===== src/rtl/ate_stream_binarizer.sv =====
// Streaming adaptive-threshold binarizer: buffers each block in a ping-pong bank, derives a
// midrange or mean threshold from it, then replays the block with one binary decision per pixel.
module ate_stream_binarizer #(
  parameter int unsigned DATA_W   = 8,
  parameter int unsigned BLK_LOG2 = 6,
  parameter int unsigned BPL_W    = 7
) (
  input  logic              clk,
  input  logic              rst,
  input  logic              in_valid,
  input  logic [DATA_W-1:0] pix_data,
  input  logic              mode,
  input  logic [BPL_W-1:0]  blocks_per_line,
  output logic              out_valid,
  output logic [DATA_W-1:0] out_pix,
  output logic              bin,
  output logic [DATA_W-1:0] threshold,
  output logic              out_edge,
  output logic              blk_done
);

  localparam int unsigned BlkSize = 1 << BLK_LOG2;
  localparam int unsigned SumW    = DATA_W + BLK_LOG2;

  typedef enum logic [0:0] {StIdle, StReplay} state_e;

  // Write-side state
  logic [BLK_LOG2-1:0] k_q, k_d;
  logic [BPL_W-1:0]    b_q, b_d;
  logic [BPL_W-1:0]    n_q, n_d;
  logic                wsel_q, wsel_d;
  logic                mode_q, mode_d;
  logic [DATA_W-1:0]   max_q, max_d;
  logic [DATA_W-1:0]   min_q, min_d;
  logic [SumW-1:0]     sum_q, sum_d;
  logic [DATA_W-1:0]   thr_q, thr_d;
  logic                edge_q, edge_d;

  // Replay-side state
  state_e              state_q, state_d;
  logic [BLK_LOG2-1:0] r_q, r_d;

  // Registered outputs
  logic              out_valid_q, out_valid_d;
  logic [DATA_W-1:0] out_pix_q, out_pix_d;
  logic              bin_q, bin_d;
  logic [DATA_W-1:0] threshold_q, threshold_d;
  logic              out_edge_q, out_edge_d;
  logic              done_q, done_d;

  logic [DATA_W-1:0] bank_q [2*BlkSize];

  logic              first_pix;
  logic              complete;
  logic              edge_now;
  logic              last_blk;
  logic [DATA_W:0]   mid_sum;
  logic [SumW-1:0]   mean_sum;
  logic [DATA_W-1:0] blk_thr;
  logic [DATA_W-1:0] rd_pix;
  logic              unused_bits;

  assign first_pix = (k_q == '0);
  assign complete  = in_valid && (k_q == '1);
  assign last_blk  = (b_q == n_q - 1'b1);
  assign edge_now  = (b_q == '0) || last_blk;

  // Running statistics, including the pixel accepted this cycle.
  always_comb begin
    max_d  = max_q;
    min_d  = min_q;
    sum_d  = sum_q;
    k_d    = k_q;
    mode_d = mode_q;
    n_d    = n_q;
    if (in_valid) begin
      k_d = k_q + 1'b1;
      if (first_pix) begin
        max_d  = pix_data;
        min_d  = pix_data;
        sum_d  = SumW'(pix_data);
        mode_d = mode;
        if (b_q == '0) begin
          n_d = (blocks_per_line == '0) ? BPL_W'(1) : blocks_per_line;
        end
      end else begin
        if (pix_data > max_q) max_d = pix_data;
        if (pix_data < min_q) min_d = pix_data;
        sum_d = sum_q + SumW'(pix_data);
      end
    end
  end

  assign mid_sum     = {1'b0, max_d} + {1'b0, min_d} + {{DATA_W{1'b0}}, 1'b1};
  assign mean_sum    = sum_d + SumW'(BlkSize / 2);
  assign blk_thr     = mode_q ? mean_sum[SumW-1:BLK_LOG2] : mid_sum[DATA_W:1];
  assign unused_bits = ^{mid_sum[0], mean_sum[BLK_LOG2-1:0]};

  always_comb begin
    thr_d  = thr_q;
    edge_d = edge_q;
    wsel_d = wsel_q;
    b_d    = b_q;
    done_d = 1'b0;
    if (complete) begin
      thr_d  = edge_now ? '0 : blk_thr;
      edge_d = edge_now;
      wsel_d = ~wsel_q;
      b_d    = last_blk ? '0 : b_q + 1'b1;
      done_d = 1'b1;
    end
  end

  // The completed bank is always the one not being written.
  assign rd_pix = bank_q[{~wsel_q, r_q}];

  always_comb begin
    state_d     = state_q;
    r_d         = r_q;
    out_valid_d = 1'b0;
    out_pix_d   = '0;
    bin_d       = 1'b0;
    threshold_d = '0;
    out_edge_d  = 1'b0;
    unique case (state_q)
      StIdle: begin
      end
      StReplay: begin
        out_valid_d = 1'b1;
        out_pix_d   = rd_pix;
        threshold_d = thr_q;
        out_edge_d  = edge_q;
        bin_d       = !edge_q && (rd_pix >= thr_q);
        r_d         = r_q + 1'b1;
        if (r_q == '1) state_d = StIdle;
      end
      default: state_d = StIdle;
    endcase
    // A completion can coincide with the last read of the previous replay.
    if (complete) begin
      state_d = StReplay;
      r_d     = '0;
    end
  end

  always_ff @(posedge clk) begin
    if (in_valid) bank_q[{wsel_q, k_q}] <= pix_data;
  end

  always_ff @(posedge clk) begin
    if (rst) begin
      k_q         <= '0;
      b_q         <= '0;
      n_q         <= '0;
      wsel_q      <= 1'b0;
      mode_q      <= 1'b0;
      max_q       <= '0;
      min_q       <= '0;
      sum_q       <= '0;
      thr_q       <= '0;
      edge_q      <= 1'b0;
      state_q     <= StIdle;
      r_q         <= '0;
      out_valid_q <= 1'b0;
      out_pix_q   <= '0;
      bin_q       <= 1'b0;
      threshold_q <= '0;
      out_edge_q  <= 1'b0;
      done_q      <= 1'b0;
    end else begin
      k_q         <= k_d;
      b_q         <= b_d;
      n_q         <= n_d;
      wsel_q      <= wsel_d;
      mode_q      <= mode_d;
      max_q       <= max_d;
      min_q       <= min_d;
      sum_q       <= sum_d;
      thr_q       <= thr_d;
      edge_q      <= edge_d;
      state_q     <= state_d;
      r_q         <= r_d;
      out_valid_q <= out_valid_d;
      out_pix_q   <= out_pix_d;
      bin_q       <= bin_d;
      threshold_q <= threshold_d;
      out_edge_q  <= out_edge_d;
      done_q      <= done_d;
    end
  end

  assign out_valid = out_valid_q;
  assign out_pix   = out_pix_q;
  assign bin       = bin_q;
  assign threshold = threshold_q;
  assign out_edge  = out_edge_q;
  assign blk_done  = done_q;

endmodule


===== config.mk =====
export PLATFORM = sky130hd
export DESIGN_NAME = ate_stream_binarizer
export DESIGN_NICKNAME = d
export VERILOG_FILES = /design/src/rtl/ate_stream_binarizer.sv
export SDC_FILE = /design/constraint.sdc
export NUM_CORES = 1
export LEC_CHECK = 0
export ABC_AREA = 0
export BUFFER_PORTS_ARGS = -buffer_cell sky130_fd_sc_hd__buf_4
export CORE_MARGIN = 2
export CORE_UTILIZATION = 45
export CTS_CLUSTER_SIZE = 28
export DETAILED_ROUTE_END_ITERATION = 8
export SKIP_CTS_REPAIR_TIMING = 1
export SLEW_MARGIN = 20
export SYNTH_ARGS = -nofsm -noshare
export SYNTH_HDL_FRONTEND = slang
export SYNTH_SLANG_ARGS = --single-unit

===== constraint.sdc =====
create_clock -name clk -period 12.59 [get_ports clk]
set_input_delay 2.518 -clock clk [delete_from_list [all_inputs] [get_ports clk]]
set_output_delay 2.518 -clock clk [all_outputs]
set_load 0.1 [all_outputs]

Yosys cells after proc, flatten, opt, wreduce, memory -nomap -nowiden
Memory sizes are Yosys's and may differ from the RTL's.
Index checks and enable logic that the tools add are counted.
W data, S select, Z words.
{ "op_classes": {"add_sub_neg": 8, "bitwise": 2, "reduce_logical": 11, "n_eq_ne": 3, "muxes": 19, "n_lt_le_gt_ge": 3} }
{ "ops": {"columns": ["op", "n"], "rows": [
  ["$mux W8", 8],
  ["$mux W14", 2],
  ["$add A14 B6 Y14 const B", 1],
  ["$add A14 B8 Y14", 1],
  ["$logic_not A7 Y1", 2],
  ["$mux W7", 2],
  ["$add A6 B1 Y6 const B", 2],
  ["$eq A6 B6 Y1 const B", 2],
  ["$add A8 B8 Y9", 1],
  ["$add A9 B1 Y9 const B", 1],
  ["$ge A8 B8 Y1", 1],
  ["$gt A8 B8 Y1", 1],
  ["$lt A8 B8 Y1", 1],
  ["$add A7 B1 Y7 const B", 1],
  ["$eq A7 B7 Y1", 1],
  ["$mux W1", 7],
  ["$sub A7 B1 Y7 const B", 1],
  ["$logic_not A6 Y1", 1],
  ["$reduce_or A2 Y1", 2],
  ["$reduce_and A3 Y1", 1],
  ["$logic_and A1 B1 Y1", 2],
  ["$not A1 Y1", 2],
  ["$reduce_and A2 Y1", 1],
  ["$logic_not A1 Y1", 1],
  ["$logic_or A1 B1 Y1", 1]
]} }
{ "totals": {"input_bits": 19, "memories": 1, "elab_cells": 65, "register_bits": 88, "ramBits": 1024} }
{ "memory_table": {"columns": ["name", "depth", "word_bits", "rd", "rd_ports_with_merged_regs", "write_ports", "line", "text"], "rows": [
  ["bank_q", 128, 8, 1, 0, 1, "51", "logic [DATA_W-1:0] bank_q [2*BlkSize];"]
]} }

Longest topological paths before layout
Gate-level depths: netlist (run 1).
{ "logic_depth": {"ltp_word": 8, "ltp_mapped": 19, "mapped_depth_nobuf": 17} }

Worst setup path after synthesis (run 1)
No wires, ideal clock.
{ "synth_timing": {"kind": "input port to flip-flop", "from": "input port pix_data[5]", "to": "register thr_q[7]", "stages": 14, "path_buffers": 0, "path_slack_ps": 7081, "arrival_ps": 5372, "required_time_ps": 12453, "setup_time_ps": 137, "path_cell_list": "ha_1 -> a211oi_1 -> nor2_1 -> o221ai_1 -> nand3_1 -> mux2_2 -> ha_1 -> a21o_1 -> a21oi_1 -> a32oi_1 -> o31ai_1 -> a21boi_0 -> o21ai_0 -> a31oi_1"} }
{ "synth_via": {"elab_chain_cells": 8, "elab_cells_between_ends": 16} }
{ "synth_lines": {"columns": ["item", "line", "text"], "rows": [
  ["from (decl)", "11", "input logic [DATA_W-1:0] pix_data,"],
  ["$gt A8 B8 Y1 / $lt A8 B8 Y1 (equally long branches)", "87, 88", null],
  ["$mux W8 (on tied branches)", "87, 88", null],
  ["$mux W8", "78", "if (first_pix) begin"],
  ["$mux W8", "76", "if (in_valid) begin"],
  ["$add A8 B8 Y9", "94", "assign mid_sum = {1'b0, max_d} + {1'b0, min_d} + {{DATA_W{1'b0}}, 1'b1};"],
  ["$add A9 B1 Y9", "94", null],
  ["$mux W8 (*)", "96", "assign blk_thr = mode_q ? mean_sum[SumW-1:BLK_LOG2] : mid_sum[DATA_W:1];"],
  ["$mux W8 (*)", "106", "thr_d = edge_now ? '0 : blk_thr;"],
  ["to (signal assigned)", "179", "thr_q <= thr_d;"],
  ["to (decl)", "36", "logic [DATA_W-1:0] thr_q, thr_d;"]
]} }
Mark *: on every way between the ends. The rest lies on a longest branch, timed or not.
A chain may end at the register's enable or synchronous reset.

Final worst setup path (run 1)
{ "layout_timing": {"from": "register r_q[0]", "to": "register bin_q (netlist: bin)"} }
{ "layout_via": {"elab_chain_cells": 3} }
{ "layout_lines": {"columns": ["item", "line", "text"], "rows": [
  ["from (decl)", "41", "logic [BLK_LOG2-1:0] r_q, r_d;"],
  ["from (signal assigned)", "182", "r_q <= r_d;"],
  ["$mem_v2 Z128 W8", null, null],
  ["$ge A8 B8 Y1", "133", "bin_d = !edge_q && (rd_pix >= thr_q);"],
  ["$logic_and A1 B1 Y1", "133", null],
  ["to (signal assigned)", "185", "bin_q <= bin_d;"],
  ["to (decl)", "46", "logic bin_q, bin_d;"]
]} }
Every way passes these cells.

==> impl_metrics.json, run 1 <==
{
  "track_usage_pct": 20.5,
  "cts_buffers": 111,
  "grt_pass1_vias": 22100,
  "dp_hpwl_mm": 62.7,
  "route.antenna.remaining_nets": 0,
  "fin_tns_setup_ps": 0,
  "final_hold_viol_count": 0,
  "powerDensity_nw_per_um2": 153,
  "die_area_sq_um": 101000,
  "cp_max_fo": 82,
  "busiest_layer": "met2",
  "antenna_found_initial": 5,
  "cp-end-kind": "flip-flop",
  "fp.dieH_microns": 318,
  "path_clk_slew_ps": 60,
  "crit_required_ps": 13160,
  "rsz0062_at_grt": "false",
  "nNetsFinal": 2347,
  "fmax_mhz": 163,
  "crit_family": "multiplexers",
  "ir_drop_v": 0.000133,
  "io_buffers": 38,
  "grt_use_met2_pct": 33.3,
  "num_rows": 115,
  "slew_headroom_pct": 28.5,
  "yosysWarnings": 0,
  "synthToLayoutAreaGrowth_pct": 12.2,
  "clock-sinks": 1112,
  "synth-edff-count": 1024,
  "fin_cells": 3661,
  "cp_common_cell": "a21o_1",
  "setup_viol": 0,
  "met1_usage_pct": 29.4,
  "cts-root-buf": "clkbuf_16",
  "tritoncts": "done",
  "startpoint_type": "flip-flop",
  "drcViolationCount": 0,
  "syn_nets": 2278,
  "finalCriticalPeriod_ps": 6120,
  "postLayoutCellArea_sq_um": 49900,
  "seq_area_frac_synth_pct": 73.1,
  "placed_area_sq_um": 46200,
  "ys.flop_type": "edfxtp_1",
  "fin_util_pct": 50.8,
  "grt_max_degree": 115,
  "drv_slew": 0,
  "drive_above_1_share_pct": 25.4,
  "worstPathCellList": "buf_4 > buf_12 > mux4_2 > mux4_2 > mux4_2 > mux2i_1 > ha_1 > nand2b_1 > a21o_1 > a21o_1 > a21o_1 > a21o_1 > a21o_1 > a21o_1 > a21oi_1 > nor3_1",
  "p_leak_nw": 15.2,
  "clk_latency_ps": 710,
  "synthArstFlopShare_pct": 0,
  "vias": 21500,
  "syn_inst": 2213,
  "drtIter0Drc": 2233,
  "ys_seq_elements": 1112,
  "diodes": 0,
  "drt_wl_total_mm": 103,
  "initial_core_util_pct": 45.3,
  "post_drt_wl_per_cell_microns": 28.0,
  "hold_path_class": "reg2reg",
  "final.setup.worst_slack_ps": 6470,
  "core-area_sq_um": 98100,
  "die_x_microns": 318,
  "maxCapViolations": 0,
  "dpl.cell_count": 3456,
  "tightest_slew_ps": 1070,
  "critPathKind": "reg2reg",
  "routabilityCongestion": 0.800,
  "via_per_inst": 5.87,
  "fin_skew_ps": 29.2,
  "outcome": "finished, final reports clean",
  "post-route-period-util_pct": 48.6,
  "cpPeakStageDelay_ps": 750,
  "synth_cell_types": 66,
  "arrival_ps": 6690,
  "grt_use_met3_pct": 3.00,
  "grt_first_pass_wirelength_mm": 152,
  "ctsHtreeMaxLevel": 3,
  "overflow": 0,
  "firstDrtPassIters": 5,
  "clock_path_buffers": 3,
  "syn_area_per_cell_sq_um": 20.1,
  "critPathSlowestCell": "dfxtp_4",
  "layout_common_cells": "edfxtp_1 (1024), mux4_2 (336), nor2_1 (186)",
  "synthesis.area_sq_um": 44500,
  "hold_slack_ps": 496,
  "p_total_mw": 7.61,
  "pre_cts_slack_ps": 5970,
  "cp_num_buf_inv": 2,
  "final_common_cell": "edfxtp_1",
  "ioPinCount": 39
}
area by class of cell:
type	count	area, sq um
clock buffer	138	2950
tap	1287	1610
timing repair buffer	72	578
clock inverter	67	717
fill	7748	48200
inverter	38	143
multi-input combinational	947	11400
sequential	1112	32500
power by group:
group          total [mW]  switching [mW]  internal (mW)
Combinational       0.251           0.172         0.0785
Clock                3.30            1.41           1.90
Sequential           4.06          0.0120           4.04
flip-flops by register name, indices dropped and copies added, names as in the netlist, named ones only:
| register | flops |
|---|---|
| wsel_q | 1 |
| state_q | 1 |
| thr_q | 8 |
| k_q | 6 |
| blk_done | 1 |
| min_q | 8 |
| out_pix | 8 |
| sum_q | 14 |
| out_valid | 1 |
| threshold | 8 |
| out_edge | 1 |
| mode_q | 1 |
| r_q | 6 |
| edge_q | 1 |
| bank_q | 1024 |
| bin | 1 |
| n_q | 7 |
| b_q | 7 |
| max_q | 6 |
metal layers:
metal	up-vias	share of wire (%)	wire (microns)
met4	0	1.9	1960
met5	-	0	0
met1	11500	43	44600
met2	659	49	50200
li1	9201	-	-
met3	125	5.7	5900
kinds of logic after synthesis:
group	Yosys count	synth area share [%]
flops	1112	73.1
compound gates	115	1.78
mux	360	17.6
simple gates	387	4.02
buf+inv	154	1.44
xor+xnor	39	0.768
fa+ha+maj	46	1.33
worst paths after layout:
kind	from	end	slack, ps	depth (start not counted)
setup / recovery	r_q[0]	bin	6470	16
hold / removal	sum_q[0]	sum_q[0]	500	2
hold reg to reg	sum_q[0]	sum_q[0]	500	2
setup reg to reg	r_q[0]	bin	6470	16
synthesized netlist by cell type (all sizes together) (7+ instances only):
cell | count | area share (%)
a21o | 12 | 0.20
a21oi | 19 | 0.21
a31oi | 8 | 0.11
and2 | 15 | 0.21
buf | 48 | 0.55
clkbuf | 68 | 0.57
dfxtp | 88 | 4.0
edfxtp | 1024 | 69
ha | 44 | 1.2
inv | 38 | 0.32
mux2 | 13 | 0.33
mux2i | 11 | 0.25
mux4 | 336 | 17
nand2 | 56 | 0.47
nand3 | 26 | 0.29
nand4 | 16 | 0.23
nor2 | 188 | 1.6
nor2b | 24 | 0.34
nor3 | 23 | 0.26
o21ai | 26 | 0.30
or3 | 7 | 0.11
xnor2 | 19 | 0.37
xor2 | 20 | 0.39
worst min-delay path, cell delays in order (launching register included):
cell and delay [ps]:
dfxtp_1 310, nor2_1 80, a311oi_1 50
Note: power is estimated with default switching activity, not from simulation.
==> inputs of run 2 (changes only) <==
==> constraint.sdc (replaced) <==
create_clock -name clk -period 5.3 [get_ports clk]
set_input_delay 1.06 -clock clk [delete_from_list [all_inputs] [get_ports clk]]
set_output_delay 1.06 -clock clk [all_outputs]
set_load 0.1 [all_outputs]
==> impl_metrics.json, run 2 (synthesized netlist as in run 1, its figures left out) <==
{
  "largest_register_ffs": 1024,
  "drtIter0Drc": 2300,
  "fin_tns_setup_ps": 0,
  "grt_max_degree": 133,
  "final_common_cell": "edfxtp_1",
  "initial_core_util_pct": 45.3,
  "synthToLayoutAreaGrowth_pct": 13.6,
  "critPathSlowestCell": "mux4_2",
  "outcome": "finished, final reports clean",
  "largest-register": "bank_q",
  "overflow": 0,
  "cp_num_buf_inv": 1,
  "cp_max_fo": 36,
  "multi_input_area_sq_um": 11300,
  "tritoncts": "done",
  "cp-end-kind": "flip-flop",
  "die_area_sq_um": 101000,
  "cpPeakStageDelay_ps": 550,
  "hold_path_class": "reg2reg",
  "firstDrtPassIters": 7,
  "crit_required_ps": 5870,
  "via_per_inst": 5.87,
  "arrival_ps": 5300,
  "finalCriticalPeriod_ps": 4720,
  "postLayoutCellArea_sq_um": 50500,
  "post-route-period-util_pct": 89.1,
  "min_from": "edge_q",
  "num_rows": 115,
  "p_leak_nw": 15.7,
  "die_x_microns": 318,
  "reg.largest.list": "bank_q: 1024 flops, sum_q: 14 flops",
  "clock-sinks": 1112,
  "post_drt_wl_per_cell_microns": 27.7,
  "tightest_slew_ps": 1050,
  "routabilityCongestion": 0.861,
  "io_buffers": 38,
  "startpoint_type": "flip-flop",
  "fin_skew_ps": 46.4,
  "worstPathCellList": "buf_12 > mux4_2 > mux4_2 > mux4_2 > mux2i_1 > ha_1 > nand2b_1 > a21o_1 > a21o_1 > a21o_1 > a21o_1 > a21o_1 > a21o_1 > a21oi_1 > nor3_1",
  "drv_slew": 0,
  "slew_headroom_pct": 29.8,
  "r2r_slack_ps": 580,
  "rsz0062_at_grt": "false",
  "nNetsFinal": 2435,
  "clk_latency_ps": 700,
  "dp_hpwl_mm": 67.5,
  "fp.dieH_microns": 318,
  "diodes": 0,
  "timing.rr.end": "bin",
  "maxCapViolations": 0,
  "final_hold_viol_count": 0,
  "ctsHtreeMaxLevel": 3,
  "rr_worst_depth": 15,
  "dpl.cell_count": 3543,
  "final.setup.worst_slack_ps": 578,
  "clock_path_buffers": 3,
  "fmax_mhz": 212,
  "drive_above_1_share_pct": 27.4,
  "crit_family": "multiplexers",
  "n_fill_cell": 7749,
  "path_clk_slew_ps": 60,
  "reg2reg_from": "r_q[0]",
  "drt_wl_total_mm": 104,
  "grt_pass1_vias": 22700,
  "pre_cts_slack_ps": 553,
  "hold_slack_ps": 472,
  "core-area_sq_um": 98100,
  "placed_area_sq_um": 47000,
  "fin_cells": 3751,
  "antenna_found_initial": 3,
  "setup_viol": 0,
  "grt_first_pass_wirelength_mm": 155,
  "cp_common_cell": "a21o_1",
  "holdPathStages": 1,
  "min_to": "bin",
  "cts_buffers": 112,
  "regArea_sq_um": 32500,
  "drcViolationCount": 0,
  "track_usage_pct": 20.8,
  "critPathKind": "reg2reg",
  "ioPinCount": 39,
  "ir_drop_v": 0.000272,
  "vias": 22000,
  "route.antenna.remaining_nets": 0,
  "powerDensity_nw_per_um2": 356,
  "cts-root-buf": "clkbuf_16",
  "layout_common_cells": "edfxtp_1 (1024), mux4_2 (336), nor2_1 (188)"
}
[run 2: cell types whose count changed in the layout (fill, tap and decap cells not counted), moves of 2 or more]
| cell | previous run | this run |
|---|---|---|
| clkinv_1 | 20 | 22 |
| buf_4 | 69 | 147 |
| clkinv_8 | 4 | 0 |
| clkinv_16 | 2 | 0 |
| nor2_2 | 2 | 0 |
| buf_12 | 3 | 11 |
| clkbuf_1 | 22 | 35 |
| inv_6 | 1 | 5 |
| clkinv_2 | 22 | 13 |
| nor2_1 | 186 | 188 |
| clkbuf_16 | 113 | 115 |
[run 2: through the flow]
step / utilization (%) / power (mW)
after floorplan: - / 10.1
after global placement: 47.8 / 10.4
after detailed placement: 47.9 / 10.4
after CTS: 51.5 / 18.1
after global routing: 51.5 / 18.6
final: 51.5 / 18.0
[run 2: layer usage]
metal | routed length, microns | global-route usage (%) | part of all wire [%]
met4 | 1970 | 5.19 | 1.9
met2 | 49400 | 32.5 | 48
met3 | 6260 | 2.93 | 6.0
met1 | 46100 | 31.0 | 44
met5 | 0 | 0 | 0
[run 2: worst register-to-register path, cell delays in order (launching register included)]
cell	delay [ps]
dfxtp_4	540
buf_12	330
mux4_2	590
mux4_2	520
mux4_2	500
mux2i_1	450
ha_1	330
nand2b_1	140
a21o_1	170
a21o_1	170
a21o_1	170
a21o_1	170
a21o_1	170
a21o_1	170
a21oi_1	140
nor3_1	50
[run 2: area by class of cell]
type / count / area share [%]
sequential: 1112 / 64.4
multi-input combinational: 947 / 22.5
clock buffer: 153 / 6.04
tap: 1287 / 3.19
timing repair buffer: 159 / 2.64
clock inverter: 55 / 1.04
inverter: 38 / 0.282
[run 2: power breakdown]
group / internal (mW) / switching (mW) / total [mW]
clock: 4.50 / 3.25 / 7.75
combinational: 0.199 / 0.425 / 0.624
sequential: 9.61 / 0.0229 / 9.63
total: 14.3 / 3.70 / 18.0
[run 2: worst max path at each step]
| stage | slack (ps) | to | cells after the start | start |
|---|---|---|---|---|
| after floorplan | 1040 | bin | 17 | r_q[1] |
| after CTS | 560 | bin | 15 | r_q[0] |
| after global routing | 370 | bin | 15 | r_q[0] |
| after global placement | 600 | bin | 15 | r_q[0] |
| after detailed placement | 550 | thr_q[7] | 16 | pix_data[5] |
| final | 580 | bin | 15 | r_q[0] |
==> inputs of run 3 (changes only) <==
--- a/config.mk
+++ b/config.mk
@@ -11,6 +11,8 @@
 export CORE_UTILIZATION = 45
 export CTS_CLUSTER_SIZE = 28
 export DETAILED_ROUTE_END_ITERATION = 8
+export MAX_ROUTING_LAYER = met4
+export PLACE_DENSITY = 0.58
 export SKIP_CTS_REPAIR_TIMING = 1
 export SLEW_MARGIN = 20
 export SYNTH_ARGS = -nofsm -noshare
==> impl_metrics.json, run 3 (synthesized netlist as in run 1, its figures left out) <==
{
  "final.setup.worst_slack_ps": 542,
  "firstDrtPassIters": 7,
  "fin_skew_ps": 31.8,
  "timing.rr.end": "bin",
  "finalCriticalPeriod_ps": 4760,
  "postLayoutCellArea_sq_um": 50400,
  "slew_headroom_pct": 23.5,
  "ioPinCount": 39,
  "via_per_inst": 5.87,
  "drtIter0Drc": 2173,
  "grt_first_pass_wirelength_mm": 156,
  "rsz0062_at_grt": "false",
  "p_leak_nw": 15.6,
  "rr_worst_depth": 15,
  "antenna_found_initial": 8,
  "io_buffers": 38,
  "setup_viol": 0,
  "ir_drop_v": 0.000242,
  "largest-register": "bank_q",
  "track_usage_pct": 21.7,
  "cp-end-kind": "flip-flop",
  "largest_register_ffs": 1024,
  "dp_hpwl_mm": 68.7,
  "drv_slew": 0,
  "cp_common_cell": "a21o_1",
  "crit_required_ps": 5850,
  "pre_cts_slack_ps": 509,
  "initial_core_util_pct": 45.3,
  "fin_util_pct": 51.4,
  "min_to": "thr_q[6]",
  "cts_buffers": 112,
  "nNetsFinal": 2422,
  "final_common_cell": "edfxtp_1",
  "hold_path_class": "reg2reg",
  "critPathKind": "reg2reg",
  "clk_latency_ps": 700,
  "worstPathCellList": "buf_12 > mux4_2 > mux4_2 > mux4_2 > mux2i_1 > ha_1 > nand2b_1 > a21o_1 > a21o_1 > a21o_1 > a21o_1 > a21o_1 > a21o_1 > a21oi_1 > nor3_1",
  "placed_area_sq_um": 46900,
  "outcome": "finished, final reports clean",
  "fp.dieH_microns": 318,
  "fin_tns_setup_ps": 0,
  "synthToLayoutAreaGrowth_pct": 13.3,
  "final_hold_viol_count": 0,
  "tightest_slew_ps": 1150,
  "die_x_microns": 318,
  "drive_above_1_share_pct": 27.7,
  "startpoint_type": "flip-flop",
  "critPathSlowestCell": "mux4_2",
  "cp_max_fo": 32,
  "routabilityCongestion": 0.838,
  "num_rows": 115,
  "route.antenna.remaining_nets": 0,
  "ctsHtreeMaxLevel": 3,
  "cpPeakStageDelay_ps": 570,
  "post_drt_wl_per_cell_microns": 28.2,
  "fmax_mhz": 210,
  "reg2reg_from": "r_q[0]",
  "reg.largest.list": "bank_q: 1024 flops, sum_q: 14 flops",
  "path_clk_slew_ps": 60,
  "cts-root-buf": "clkbuf_16",
  "post-route-period-util_pct": 89.8,
  "vias": 21900,
  "clock-sinks": 1112,
  "maxCapViolations": 0,
  "die_area_sq_um": 101000,
  "r2r_slack_ps": 540,
  "holdPathStages": 1,
  "min_from": "thr_q[6]",
  "arrival_ps": 5310,
  "overflow": 0,
  "tritoncts": "done",
  "grt_max_degree": 101,
  "core-area_sq_um": 98100,
  "drt_wl_total_mm": 105,
  "drcViolationCount": 0,
  "grt_pass1_vias": 22500,
  "layout_common_cells": "edfxtp_1 (1024), mux4_2 (336), nor2_1 (187)",
  "clock_path_buffers": 3,
  "powerDensity_nw_per_um2": 355
}
==> run 3: worst max-delay path, delay by kind of cell (launching register included) <==
family                     cells  cell delay, ps
and+or+nand+nor                2             200
muxes                          4            2010
DFF                            1             560
adders and majority gates      1             300
AOI/OAI and AO/OA              7            1200
buffers and inverters          1             310
==> run 3: worst max path at each step <==
stage,from,end,slack [ps],cells after the start
3_3_place_gp,pix_data[5],thr_q[7],560,16
4_1_cts,r_q[0],bin,560,15
6_report,r_q[0],bin,540,15
5_1_grt,r_q[0],bin,410,15
2_1_floorplan,r_q[1],bin,1040,17
3_5_place_dp,pix_data[5],thr_q[7],510,15
==> run 3: power by group <==
group / total, mW / leakage [nW] / internal (mW) / switching (mW)
clock: 7.63 / 1.72 / 4.34 / 3.30
combinational: 0.626 / 3.93 / 0.197 / 0.429
sequential: 9.63 / 9.92 / 9.61 / 0.0224
==> run 3: metrics by stage <==
| step | hold slack, ps | power [mW] | cells |
|---|---|---|---|
| final | 491 | 17.9 | 3737 |
| after global routing | 521 | 18.4 | 3737 |
| after CTS | 491 | 18.0 | 3735 |
| after detailed placement | 477 | 10.4 | 3530 |
| after global placement | 474 | 10.4 | 3530 |
| after floorplan | 415 | 10.1 | 2213 |
==> run 3: cell type report <==
| type | count | area [sq um] |
|---|---|---|
| Antenna cell | 2 | 5.00 |
| Clock buffer | 136 | 2940 |
| Clock inverter | 69 | 599 |
| Fill cell | 7784 | 47700 |
| Inverter | 38 | 143 |
| Multi-Input combinational cell | 947 | 11400 |
| Sequential cell | 1112 | 32500 |
| Tap cell | 1287 | 1610 |
| Timing Repair Buffer | 146 | 1220 |
==> run 3: per-layer routing <==
metal | vias to the layer above | GRT usage [%] | share of wire [%]
li1 | 9363 | - | -
met1 | 11800 | 30.3 | 44
met2 | 669 | 33.6 | 48
met3 | 119 | 3.19 | 5.6
met4 | 0 | 5.86 | 2.2
met5 | - | - | 0
